[src/rtl/sar_pkg.sv]
// Shared SAR constants and helpers, also used by the sarlogic wrapper.
package sar_pkg;

    localparam int unsigned SAR_DATA_W     = 12;
    localparam int unsigned SAR_LOG2_N_MAX = 4;

    // Sample counter width; a zero-bit counter is not legal, so floor at 1.
    function automatic int unsigned sar_cnt_width(input int unsigned log2_n);
        return (log2_n > 0) ? log2_n : 1;
    endfunction

endpackage : sar_pkg

[src/rtl/sar_edge_det.sv]
// Registered rising-edge detector: one pulse per 0->1 transition of level_i.
module sar_edge_det (
    input  logic clk,
    input  logic reset,
    input  logic level_i,
    output logic rise_c
);

    logic prev_q;

    // Remember last cycle's level; reset to 0 so a level already high
    // after reset counts as a fresh edge.
    always_ff @(posedge clk) begin
        if (reset) begin
            prev_q <= 1'b0;
        end else begin
            prev_q <= level_i;
        end
    end

    assign rise_c = level_i & ~prev_q;

endmodule : sar_edge_det

[src/rtl/sar_avg_decim.sv]
// Block averager / decimator for SAR conversion codes with a
// one-deep valid/ready output and a sticky overrun flag.
module sar_avg_decim
    import sar_pkg::*;
#(
    parameter  int unsigned DATA_W = SAR_DATA_W,
    parameter  int unsigned LOG2_N = 2,
    localparam int unsigned CNT_W  = sar_cnt_width(LOG2_N)
) (
    input  logic              clk,
    input  logic              reset,
    input  logic [DATA_W-1:0] bitout,
    input  logic              conv_done,
    input  logic              flush,
    input  logic              ovr_clr,
    input  logic              avg_ready,
    output logic [DATA_W-1:0] avg_out,
    output logic              avg_valid,
    output logic              overrun,
    output logic [CNT_W-1:0]  sample_cnt
);

    localparam int unsigned ACC_W      = DATA_W + LOG2_N;
    localparam int unsigned BLOCK_LAST = (1 << LOG2_N) - 1;

    logic              capture_c;
    logic              take_c;
    logic              done_c;
    logic              xfer_c;
    logic              ovr_ev_c;
    logic [ACC_W-1:0]  sum_c;
    logic [DATA_W-1:0] res_c;

    logic [ACC_W-1:0]  acc_q,   acc_d;
    logic [CNT_W-1:0]  cnt_q,   cnt_d;
    logic [DATA_W-1:0] avg_q,   avg_d;
    logic              valid_q, valid_d;
    logic              ovr_q,   ovr_d;

    sar_edge_det u_edge (
        .clk     (clk),
        .reset   (reset),
        .level_i (conv_done),
        .rise_c  (capture_c)
    );

    // Accumulate samples, close a block every 2^LOG2_N captures and
    // hand the result to the one-entry output register.
    always_comb begin
        acc_d    = acc_q;
        cnt_d    = cnt_q;
        avg_d    = avg_q;
        valid_d  = valid_q;
        ovr_ev_c = 1'b0;

        // Accumulator is wide enough that a full block never wraps.
        sum_c  = acc_q + ACC_W'(bitout);
        res_c  = DATA_W'(sum_c >> LOG2_N);
        // flush discards a same-cycle capture.
        take_c = capture_c & ~flush;
        done_c = take_c && (cnt_q == CNT_W'(BLOCK_LAST));
        xfer_c = valid_q & avg_ready;

        if (flush || done_c) begin
            acc_d = '0;
            cnt_d = '0;
        end else if (take_c) begin
            acc_d = sum_c;
            cnt_d = cnt_q + CNT_W'(1);
        end

        if (done_c) begin
            if (!valid_q || xfer_c) begin
                avg_d   = res_c;
                valid_d = 1'b1;
            end else begin
                ovr_ev_c = 1'b1;
            end
        end else if (xfer_c) begin
            valid_d = 1'b0;
        end

        // A new drop beats a same-cycle clear so no overrun is lost.
        if (ovr_ev_c) begin
            ovr_d = 1'b1;
        end else if (ovr_clr) begin
            ovr_d = 1'b0;
        end else begin
            ovr_d = ovr_q;
        end
    end

    // State registers with synchronous reset.
    always_ff @(posedge clk) begin
        if (reset) begin
            acc_q   <= '0;
            cnt_q   <= '0;
            avg_q   <= '0;
            valid_q <= 1'b0;
            ovr_q   <= 1'b0;
        end else begin
            acc_q   <= acc_d;
            cnt_q   <= cnt_d;
            avg_q   <= avg_d;
            valid_q <= valid_d;
            ovr_q   <= ovr_d;
        end
    end

    assign avg_out    = avg_q;
    assign avg_valid  = valid_q;
    assign overrun    = ovr_q;
    assign sample_cnt = cnt_q;

endmodule : sar_avg_decim

[config.mk]
export PLATFORM = sky130hd
export DESIGN_NAME = sar_avg_decim
export DESIGN_NICKNAME = d
export VERILOG_FILES = /design/src/rtl/sar_pkg.sv /design/src/rtl/sar_edge_det.sv /design/src/rtl/sar_avg_decim.sv
export SDC_FILE = /design/constraint.sdc
export NUM_CORES = 1
export LEC_CHECK = 0
export ABC_AREA = 1
export ABC_CLOCK_PERIOD_IN_PS = 2000
export CAP_MARGIN = 10
export CORE_ASPECT_RATIO = 0.5
export CORE_MARGIN = 2
export CORE_UTILIZATION = 53
export CTS_CLUSTER_DIAMETER = 60
export DETAILED_ROUTE_END_ITERATION = 12
export PLACE_DENSITY_LB_ADDON = 0.08
export RECOVER_POWER = 100
export SKIP_CTS_REPAIR_TIMING = 1
export SLEW_MARGIN = 5
export SYNTH_ARGS = -nofsm -noshare
export SYNTH_HDL_FRONTEND = slang
export SYNTH_SLANG_ARGS = --single-unit
[constraint.sdc]
create_clock -name clk -period 2 [get_ports clk]
set_input_delay 0.5 -clock clk [delete_from_list [all_inputs] [get_ports clk]]
set_output_delay 0.5 -clock clk [all_outputs]
set_load 0.02 [all_outputs]
# [Yosys cells after proc, flatten, opt, wreduce, memory -nomap -nowiden]
# Cells that the tools add are included.
[word_totals] reg_bits=31 in_bits=18 output_inout_bits=16 wordCells=31
[classes] n_addsub=2 n_eq_ne=2 mux=7 bitwise=5 n_reduce_logical=9
[ops] operator="adder 14 x 12 -> 14 bit" count=1
[ops] operator="2-to-1 mux 1 bit" count=7
[ops] operator="AND reduction 2 bit" count=2
[ops] operator="nonzero test 2 bit" count=2
[ops] operator="AND 1 bit" count=3
[ops] operator="adder 2 x 1 -> 2 bit, second input constant" count=1
[ops] operator="== test 2 bit, second input constant" count=1
[ops] operator="logical OR 1 bit" count=2
[ops] operator="!= test 2 x 1 -> 1 bit, second input constant" count=1
[ops] operator="inverter 1 bit" count=2
[ops] operator="OR reduction 2 bit" count=1
[ops] operator="logical AND 1 bit" count=1
[ops] operator="logical NOT 1 bit" count=1

# [Logic depth before layout (Yosys ltp)]
[logic_depth] depth_word=6 depth_mapped=12 mapped_depth_nobuf=12

# [Hierarchy]
# From an unflattened synthesis, not the netlist that was laid out.
[hier_totals] cells_unflattened=323 area_unflattened_um2=2011.9
[modules_own_cells] module="sar_avg_decim" n_inst=1 cells_each=319 area_each_um2=1980.6 seq_area_each_um2=600.6
[modules_own_cells] module="sar_edge_det" n_inst=1 cells_each=4 area_each_um2=31.3 seq_area_each_um2=20.0

# [Worst setup path after synthesis]
# Ideal clock, no wire load.
[synth_timing] kind="in2reg" from="input port bitout[0]" to="register acc_q[8]" setup_time_ns=0.056 arrival_ns=1.771 t_required_ns=1.944 path_slack_ns=0.173 stages=11 path_buffers=0 cell_sequence="ha_1 -> inv_1 -> fa_1 -> nor2_1 -> nor2_1 -> nor2_1 -> nor2_1 -> or2_1 -> nand3_1 -> nand2_1 -> inv_1"
[synth_via] elab_chain_len=1
[synth_lines] item="start: declaration" line_no="sar_avg_decim.sv:12" text="input logic [DATA_W-1:0] bitout,"
[synth_lines] item="adder 14 x 12 -> 14 bit" line_no="sar_avg_decim.sv:57" text="sum_c = acc_q + ACC_W'(bitout);"
[synth_lines] item="end signal: assignment" line_no="sar_avg_decim.sv:96" text="acc_q <= '0;"
[synth_lines] item="end signal: assignment" line_no="sar_avg_decim.sv:102" text="acc_q <= acc_d;"
[synth_lines] item="end: declaration" line_no="sar_avg_decim.sv:34" text="logic [ACC_W-1:0] acc_q, acc_d;"
# No other way between the ends.
# A chain may end at the register's enable or synchronous reset.

# [Worst setup path after layout]
[layout_timing] from="input port bitout[2]" to="register avg_q[5], in the netlist avg_out[5]"
[layout_via] elab_chain_len=1
[layout_lines] item="adder 14 x 12 -> 14 bit" line_no="sar_avg_decim.sv:57"
[layout_lines] item="end signal: assignment" line_no="sar_avg_decim.sv:104" text="avg_q <= avg_d;"
[layout_lines] item="end: declaration" line_no="sar_avg_decim.sv:36" text="logic [DATA_W-1:0] avg_q, avg_d;"
# No other way between the ends.

==> results.txt <==
- In the routed layout, each cell is associated on average with a via count of between 4 and 5.
* Worst supply voltage drop on vdd: slightly below 0.0005 V
- In the final timing run, aggregate negative setup slack is 0 ps.
- Fin. Hold Viols: 0
- Vertical die dimension: 47.42 µm
- Max-cap viol count: 0
- Core box area: about 3500 µm²
* Critical path launch point type: primary input
- Of the available clock period, the critical path in the final layout requires a little over nine tenths.
- 0 antenna diodes ended up in the layout.
* Share of flip-flops with an asynchronous set or reset after synthesis: 0%
- Synthesis handed over a netlist of ~320 instances.
- Total track usage: ~26%
* Category of the most critical setup path: primary input to flop
* WP data required: 2190 ps
- Post-synthesis to final-layout area growth: 36.76%
* Router iterations before antenna repair: 4
- Port buffer count: 33
- TritonCTS Buffers: 5
- The net count of the finished layout is 413.
* # setup viols final: 0
- Achievable Freq: 510.6 MHz
- Most common cell after layout, fill and taps aside: sky130_fd_sc_hd__nand2_1
- Run status: finished, final reports clean
- Clock latency reported for the late side of the worst-skew pair: ~290 ps
* Final cell count without fillers: roughly 430
- The routed layout has about 2,100 vias.
* DP Wirelength: 3.968 mm
* Instance count after placement with tap cells included: 425
- Measured against its own limit, the worst slew margin works out to approximately 59%.
- TritonCTS built the clock tree.
- Summing the sequential cell areas from Yosys gives 31.06% of the chip area.
- The die covers 4307 µm².
- For the worst setup path, the data arrival time is approximately 2200 ps.
- The filler cells instantiated in the layout total ~290.
- Leak Pwr: 1.448 nW
- Nature of the critical path endpoint: flop
- In this run the power density over the cells is 507.7 nW/µm².
- The post-route netlist has between 10 and 15% of its cells at a drive strength greater than 1.
* Worst slew pin tran: 609.1 ps
* Maximum fanout along the worst path: 3
- Final standard cell utilization of the core: between 70% and 80%
* Boundary Pins: 34
- After detailed routing, the number of remaining DRC violations is 0.
* Peak per-stage delay on the critical path: roughly 500 ps
- For this configuration, the core starts out at a cell density of ~57%.
* Post-synthesis cell area: 1998 µm²
- For this run the aggregate overflow at the end of global routing stands at 0.
- Number of core rows: 15
* Clock slew at the register clock pins of the worst setup and hold paths: 70 ps
- The tree is rooted in a sky130_fd_sc_hd__clkbuf_8.
- Counting flops with a built-in enable in the synthesized netlist gives 0.
- In this run the remaining antenna-violating nets after routing total 0.
- Initial antenna violation count: 1
- Wirelength, routed: about 5.3 mm
- Syn Nets: approximately 360
- The die is ~91 µm wide.
- For this block, the initial DRC count from the detailed router was around 110.
- Max-slew violation count: 0
- CTS sink count: 31
- Clk_skew: 5.307 ps
* Predominant post-synthesis flop cell: sky130_fd_sc_hd__dfxtp_1
- A synthesized cell averages between 6 and 7 µm².
- In this run the deepest clock path goes through 2 buffers.
* CP Cell Sequence: clkdlybuf4s50_1 -> ha_4 -> buf_4 -> a21oi_2 -> nand2_2 -> nand2_1 -> nand2_1 -> xor2_2 -> o21ai_1 -> inv_1
- The via count of the first global-routing pass was 1,796.
- In the layout the commonest cells are 83 x sky130_fd_sc_hd__nand2_1, 66 x sky130_fd_sc_hd__inv_1, 43 x sky130_fd_sc_hd__nor2_1.
- Tightest Hold Check Type: flop to flop
- Yosys synthesis warning count: 0
- The congestion estimate from routability-driven global placement came to ~0.9.
* Wire length of the first global-routing pass: about 8.2 mm
- Entering global routing, the biggest net connects 20 pins.
- Synthesis instantiated 24 different standard cells from the library.
* Slowest cell on the critical path: sky130_fd_sc_hd__clkdlybuf4s50_1
- In the final routed layout, each cell accounts on average for 12.29 µm.
- CTS H-tree lvls: 2
- Final worst path period need: 1958 ps
* Most repeated library cell on the critical path: sky130_fd_sc_hd__nand2_1
- Count of state elements after synthesis: 31
==> stage by stage <==
step | hold slack (ps) | power, mW | instance area (µm²) | setup slack [ps]
2_1_floorplan | 444.6 | 0.7743 | 1998 | 173.4
3_5_place_dp | 459.3 | 0.8859 | 2552 | -407.3
4_1_cts | 473.3 | 1.386 | 2638 | -109.8
6_report | 467.7 | 1.387 | 2733 | 41.70
5_1_grt | 481.2 | 1.451 | 2733 | -27.71
3_3_place_gp | 454.4 | 0.8826 | 2552 | -381.1
==> final timing paths <==
path / slack, ps / cells past startpoint / endpoint / from
worst max-delay path: 40 / 10 / avg_out[5] / bitout[2]
worst min-delay path: 470 / 2 / overrun / overrun
worst max register to register: 230 / 11 / avg_out[6] / acc_q[0]
worst min register to register: 470 / 2 / overrun / overrun
==> registers in the layout, summed over array words and instances (netlist names) <==
| signal | flops |
|---|---|
| overrun | 1 |
| acc_q | 14 |
| avg_out | 12 |
| sample_cnt | 2 |
| avg_valid | 1 |
| u_edge.prev_q | 1 |
==> power breakdown <==
group | internal, mW | total [mW] | switching [mW]
logic | 0.121 | 0.254 | 0.133
clock network | 0.243 | 0.499 | 0.256
registers | 0.627 | 0.634 | 0.00718
total | 0.991 | 1.39 | 0.396
==> area by class of cell <==
cell class | instances | area, µm² | area share (%)
clock buffer | 6 | 72.57 | 2.656
clock inverter | 2 | 12.51 | 0.4579
inverter | 69 | 259.0 | 9.478
multi-input combinational | 217 | 1180 | 43.18
sequential | 31 | 620.6 | 22.71
tap | 51 | 63.81 | 2.335
timing repair buffer | 57 | 524.3 | 19.18
==> kinds of logic after synthesis <==
logic type,synth area share (%)
buffers and inverters,14.59
adder cells (fa/ha/maj),9.142
AND/OR/NAND/NOR,34.94
AO/OA/AOI/OAI,7.640
flip-flops,31.06
XOR/XNOR,2.630
==> critical path, delay by kind of cell <==
| family | cells | cell delay [ps] |
|---|---|---|
| AND/OR/NAND/NOR | 3 | 260 |
| AO/OA/AOI/OAI | 2 | 270 |
| buffers and inverters | 3 | 700 |
| XOR/XNOR | 1 | 180 |
| adder cells (fa/ha/maj) | 1 | 220 |
==> metal layers <==
metal  wire length [µm]  track usage (%)  vias up  share of wire (%)
met5                  0                0        -                  0
met4                  0            7.273        0                  0
met3                312            7.402        0                5.9
met2               2325            42.39       48                 44
met1               2682            34.39      971                 50
li1                   -                -     1097                  -
==> synth_stat cells (2+ instances only) <==
| cell type | instances | area, µm² |
|---|---|---|
| sky130_fd_sc_hd__o21ai_0 | 6 | 30.03 |
| sky130_fd_sc_hd__inv_1 | 68 | 255.2 |
| sky130_fd_sc_hd__nand3_1 | 22 | 110.1 |
| sky130_fd_sc_hd__a21oi_1 | 22 | 110.1 |
| sky130_fd_sc_hd__dfxtp_1 | 31 | 620.6 |
| sky130_fd_sc_hd__nand2_1 | 87 | 326.6 |
| sky130_fd_sc_hd__xnor2_1 | 4 | 35.03 |
| sky130_fd_sc_hd__nor2_1 | 47 | 176.4 |
| sky130_fd_sc_hd__ha_1 | 13 | 162.7 |
| sky130_fd_sc_hd__nand4_1 | 3 | 18.77 |
| sky130_fd_sc_hd__nand2_2 | 2 | 12.51 |
| sky130_fd_sc_hd__clkbuf_1 | 2 | 7.510 |
| sky130_fd_sc_hd__buf_2 | 2 | 10.01 |
| sky130_fd_sc_hd__buf_4 | 2 | 15.01 |
| sky130_fd_sc_hd__or2_2 | 2 | 12.51 |
| sky130_fd_sc_hd__xor2_1 | 2 | 17.52 |
No activity file was read; power rests on OpenSTA's default activity.
